$ cat config.mk
export PLATFORM = sky130hd
export DESIGN_NAME = nios2_system_pio_irq_gen2
export DESIGN_NICKNAME = d
export VERILOG_FILES = /design/src/rtl/nios2_system_pio_irq_gen2.sv
export SDC_FILE = /design/constraint.sdc
export NUM_CORES = 1
export LEC_CHECK = 0
export ABC_AREA = 1
export CAP_MARGIN = 20
export CORE_UTILIZATION = 48
export DETAILED_ROUTE_END_ITERATION = 16
export PLACE_DENSITY = 0.79
export SLEW_MARGIN = 20
export SYNTH_ARGS = -nofsm -noshare
export SYNTH_HDL_FRONTEND = slang
export SYNTH_SLANG_ARGS = --single-unit
$ cat constraint.sdc
create_clock -name clk -period 1.1 [get_ports clk]
set_input_delay 0.11 -clock clk [delete_from_list [all_inputs] [get_ports clk]]
set_output_delay 0.11 -clock clk [all_outputs]
set_load 0.05 [all_outputs]
$ cat src/rtl/nios2_system_pio_irq_gen2.sv
// Avalon-MM parallel I/O port with edge-capture interrupts.
// Inputs pass a two-flop synchronizer and an optional debounce filter
// (enabled by defining PIO_DEBOUNCE_EN); rising/falling edges of the
// filtered value are latched into EDGECAPTURE and masked onto irq.
// Register map: 0 DATA, 1 OUT, 2 IRQMASK, 3 EDGECAPTURE (W1C),
// 4 RISE_EN, 5 FALL_EN, 6 OUTSET, 7 OUTCLR.
module nios2_system_pio_irq_gen2 #(
  parameter int               WIDTH           = 8,
  parameter logic [WIDTH-1:0] RESET_OUT       = '0,
  parameter int               DEBOUNCE_CYCLES = 16
) (
  input  logic             clk,
  input  logic             reset,
  input  logic             chipselect,
  input  logic [2:0]       address,
  input  logic             write,
  input  logic [31:0]      writedata,
  output logic [31:0]      readdata,
  input  logic [WIDTH-1:0] in_port,
  output logic [WIDTH-1:0] out_port,
  output logic             irq
);

  logic             wr_en;
  logic [WIDTH-1:0] wd;
  logic [WIDTH-1:0] s1, s2;
  logic [WIDTH-1:0] filt, filt_d;
  logic [WIDTH-1:0] out_reg, irq_mask, edge_cap, rise_en, fall_en;
  logic [WIDTH-1:0] evt, ec_clr;
  logic [WIDTH-1:0] rd_mux;
  logic             unused_ok;

  assign wr_en = chipselect & write;
  assign wd    = writedata[WIDTH-1:0];

  // Upper write-data bits and, without debounce, the debounce length are unused.
  assign unused_ok = &{1'b0, writedata, 16'(DEBOUNCE_CYCLES)};

  // Two-flop synchronizer for the asynchronous inputs.
  always_ff @(posedge clk) begin
    if (reset) begin
      s1 <= '0;
      s2 <= '0;
    end else begin
      s1 <= in_port;
      s2 <= s1;
    end
  end

`ifdef PIO_DEBOUNCE_EN
  localparam logic [15:0] DB_LAST = 16'(DEBOUNCE_CYCLES - 1);

  logic [15:0] db_cnt [WIDTH];

  // Per-bit debounce: filt follows s2 only after it has differed for DEBOUNCE_CYCLES cycles.
  always_ff @(posedge clk) begin
    if (reset) begin
      filt <= '0;
      for (int i = 0; i < WIDTH; i++) db_cnt[i] <= '0;
    end else begin
      for (int i = 0; i < WIDTH; i++) begin
        if (s2[i] != filt[i]) begin
          if (db_cnt[i] == DB_LAST) begin
            filt[i]   <= s2[i];
            db_cnt[i] <= '0;
          end else begin
            db_cnt[i] <= db_cnt[i] + 16'd1;
          end
        end else begin
          db_cnt[i] <= '0;
        end
      end
    end
  end
`else
  assign filt = s2;
`endif

  // Delayed copy of the filtered inputs for edge detection.
  always_ff @(posedge clk) begin
    if (reset) filt_d <= '0;
    else       filt_d <= filt;
  end

  assign evt    = (filt & ~filt_d & rise_en) | (~filt & filt_d & fall_en);
  assign ec_clr = (wr_en && address == 3'd3) ? wd : '0;

  // Control registers and edge capture; a new event beats a same-cycle clear.
  always_ff @(posedge clk) begin
    if (reset) begin
      out_reg  <= RESET_OUT;
      irq_mask <= '0;
      edge_cap <= '0;
      rise_en  <= '1;
      fall_en  <= '0;
    end else begin
      edge_cap <= (edge_cap & ~ec_clr) | evt;
      if (wr_en) begin
        case (address)
          3'd1: out_reg  <= wd;
          3'd2: irq_mask <= wd;
          3'd4: rise_en  <= wd;
          3'd5: fall_en  <= wd;
          3'd6: out_reg  <= out_reg | wd;
          3'd7: out_reg  <= out_reg & ~wd;
          default: ;
        endcase
      end
    end
  end

  // Read mux of the addressed register.
  always_comb begin
    rd_mux = '0;
    case (address)
      3'd0: rd_mux = filt;
      3'd1: rd_mux = out_reg;
      3'd2: rd_mux = irq_mask;
      3'd3: rd_mux = edge_cap;
      3'd4: rd_mux = rise_en;
      3'd5: rd_mux = fall_en;
      default: rd_mux = '0;
    endcase
  end

  // Registered read data, one-cycle latency.
  always_ff @(posedge clk) begin
    if (reset) readdata <= '0;
    else       readdata <= 32'(rd_mux);
  end

  assign out_port = out_reg;
  assign irq      = |(edge_cap & irq_mask);

endmodule

==> impl_metrics.py <==
metrics = {
    "outcome": {
        "outcome": "complete, but fails checks",
        "violations": "design-rule violations, negative setup slack",
    },
    "clock_tree": {
        "cts_sinks": 72,
        "holdBufCountCts": 0,
        "clk_pin_slew_ps": 70,
        "htreeDepth": 3,
        "clk_path_buf_depth": 2,
        "numCtsBuffers": 9,
        "cts_tree": "built",
        "root_buffer": "clkbuf_8",
        "clk_latency_ps": 350,
    },
    "finish": {
        "diodes": 0,
        "nNetsFinal": 593,
        "stdcell_count": 628,
        "syn_to_final_growth_pct": 32.8,
        "drive_gt1_share_pct": 19.2,
    },
    "power_and_ir_drop": {
        "ir_drop_uv": 991,
        "p_switching_uw": 1650,
        "p_clk_share_pct": 35.9,
        "pwr_density_cell_mw_per_mm2": 1310,
        "p_comb_share_pct": 15.8,
        "intPower_uw": 4080,
        "switching_share_pct": 28.8,
        "seqPwrFrac_pct": 48.3,
        "p_leak_uw": 0.00194,
    },
    "sta": {
        "slew_violations": 0,
        "setup_slack_ps": -325,
        "max_clock_freq_ghz": 0.702,
        "rsz0062_at_grt": "true",
        "fin_worst_skew_ps": 5.54,
        "hold_viol": 0,
        "tns_ps": -325,
        "fin_crit_sh_pct": 130,
        "finalSetupViolCount": 1,
        "period_needed_ps": 1430,
    },
    "global_route": {
        "overflow": 0,
        "track_usage_pct": 24.3,
        "antenna_found_initial": 0,
        "grt_pass1_wl_um": 13400,
        "grt_max_degree": 49,
        "first_global_vias": 2959,
    },
    "route": {
        "drt_iter0_drc": 302,
        "via_per_inst": 5.10,
        "route.detailed.wl_per_inst_um": 13.4,
        "route.detailed.drc": 6,
        "ant_nets": 0,
        "first_pass_iters": 13,
        "vias": 3204,
        "wl_um": 8420,
    },
    "floorplanning": {
        "fp-row-count": 29,
        "start_util_pct": 50.6,
        "core-area_sq_mm": 0.00649,
        "die_w_um": 84.8,
        "die_area_sq_mm": 0.00719,
        "ioPinCount": 88,
        "die_h_um": 84.8,
    },
    "placed_design": {
        "dp_hpwl_um": 5840,
        "dp.cells": 606,
        "port_buffers": 39,
        "place_congestion": 0.820,
    },
    "setup_path": {
        "critPathKind": "reg -> out",
        "worstPathMaxFanout": 2,
        "endpoint_kind": "output pin",
        "critPathRequiredTime_ps": 990,
        "critical_path_arrival_ps": 1320,
        "cp-start-kind": "flip-flop",
    },
    "synth": {
        "syn-mean-instance-area_sq_um": 7.03,
        "ys_seq_elements": 72,
        "yosysWarnings": 0,
        "synthDistinctLibCells": 24,
        "synth_area_sq_mm": 0.00329,
        "ys_seq_area_share_pct": 43.8,
        "synthCells": 468,
    },
    "flow_run": {
        "max_cap_viol_count": 0,
    },
    "worst_hold_path": {
        "min_path_type": "in -> reg",
    },
}
synthesized netlist by cell type:
cell	count	area, sq um
o21ai_0	40	200
clkbuf_1	6	22.5
dfxtp_1	72	1440
buf_2	2	10.0
nand2_1	104	390
inv_1	70	263
o21ai_1	1	5.00
buf_1	1	3.75
conb_1	1	3.75
o211ai_1	8	60.1
nor2_1	55	206
nor3_2	1	10.0
buf_6	2	22.5
nand4_1	1	6.26
buf_4	26	195
a221oi_1	2	17.5
a21oi_1	48	240
nand3_1	17	85.1
nand2_2	1	6.26
clkinv_1	1	3.75
nand3_2	2	20.0
nor2_2	2	12.5
nand3_4	1	17.5
nor2_4	4	45.0
kinds of logic after synthesis:
logic type,after synthesis,share of synthesized area (%)
AND/OR/NAND/NOR,188,24.3
buffers and inverters,108,15.8
AO/OA/AOI/OAI,99,15.9
flip-flops,72,43.8
other,1,0.114
final cells by class:
type	count	area, sq um
fillers	507	2130
flip-flops and latches	72	1460
multi-input cells	311	1440
repair buffers	81	908
inverters	71	270
clock buffers	9	124
well taps	77	96.3
clock inverters	7	71.3
worst max-delay path: stages, from the launching register on:
cell and delay [ps]:
dfxtp_2 330, nand2_2 70, nand2_2 60, a221oi_2 200, nand2_1 130, buf_6 170
final timing paths:
check / start / slack [ps] / cells after the start / end
hold / removal: in_port[5] / 270 / 3 / s1[5]$_SDFF_PP0_
setup reg to reg: irq_mask[4]$_SDFFE_PP0P_ / 120 / 5 / readdata[4]$_SDFF_PP0_
hold reg to reg: s1[5]$_SDFF_PP0_ / 400 / 2 / filt[5]$_SDFF_PP0_
setup / recovery: irq_mask[5]$_SDFFE_PP0P_ / -330 / 5 / irq
metal layers:
metal  part of all wire, %  wire (um)  vias up  GRT usage, %
li1                      -          -     1570             -
met2                    49       4140      147          41.2
met1                    40       3340     1467          28.0
met5                     0          0        -             0
met3                   8.1        678       20          7.77
met4                   3.0        253        0          11.1
registers in the layout, indices dropped and copies added, names as in the netlist:
| name | cells |
|---|---|
| filt_d | 8 |
| edge_cap | 8 |
| filt | 8 |
| rise_en | 8 |
| s1 | 8 |
| irq_mask | 8 |
| fall_en | 8 |
| readdata | 8 |
| out_port | 8 |
power groups by stage:
stage          combinational, uW  clock (uW)  sequential, uW
6_report                     907        2060            2770
5_1_grt                      966        2210            2780
4_1_cts                      887        2070            2770
3_5_place_dp                 878           0            2830
3_3_place_gp                 858           0            2820
2_1_floorplan                524           0            2870
metrics by stage:
step / utilization, % / hold WS [ps] / instance area (sq um) / setup WS, ps / total power, uW
floorplan: - / 217 / 3380 / 39.2 / 3390
global placement: 62.8 / 389 / 4080 / -493 / 3680
detailed placement: 62.8 / 399 / 4080 / -514 / 3700
CTS: 66.5 / 262 / 4320 / -337 / 5720
global route: 67.3 / 268 / 4370 / -418 / 5950
finish: 67.3 / 274 / 4370 / -325 / 5730
layout by cell type (no fill, tap or decap):
| cell | Yosys | layout |
|---|---|---|
| nor3_2 | 1 | 1 |
| nand2_2 | 1 | 5 |
| nand3_1 | 17 | 17 |
| clkbuf_2 | 0 | 1 |
| clkinvlp_4 | 0 | 4 |
| nand4_1 | 1 | 1 |
| clkinv_2 | 0 | 2 |
| inv_6 | 0 | 1 |
| buf_4 | 26 | 36 |
| nand3_2 | 2 | 1 |
| inv_2 | 0 | 1 |
| nor2_2 | 2 | 2 |
| buf_12 | 0 | 19 |
| nand2_1 | 104 | 100 |
| a221oi_2 | 0 | 2 |
| nor2_4 | 4 | 4 |
| nor2_1 | 55 | 55 |
| dlygate4sd2_1 | 0 | 2 |
| inv_1 | 70 | 68 |
| conb_1 | 1 | 24 |
| nand3_4 | 1 | 2 |
| o21ai_1 | 1 | 3 |
| a21oi_1 | 48 | 48 |
| bufinv_16 | 0 | 1 |
| dfxtp_2 | 0 | 11 |
| o21ai_0 | 40 | 38 |
| o211ai_1 | 8 | 8 |
| dfxtp_1 | 72 | 61 |
| clkdlybuf4s50_1 | 0 | 19 |
| clkinv_1 | 1 | 1 |
| clkbuf_8 | 0 | 9 |
| buf_6 | 2 | 4 |
repair_timing:
item	in CTS	in global routing
buffers inserted	2	4
pin swaps	1	4
setup endpoints to repair	48	20
resized for setup	12	12
(Power assumes the default switching activity.)
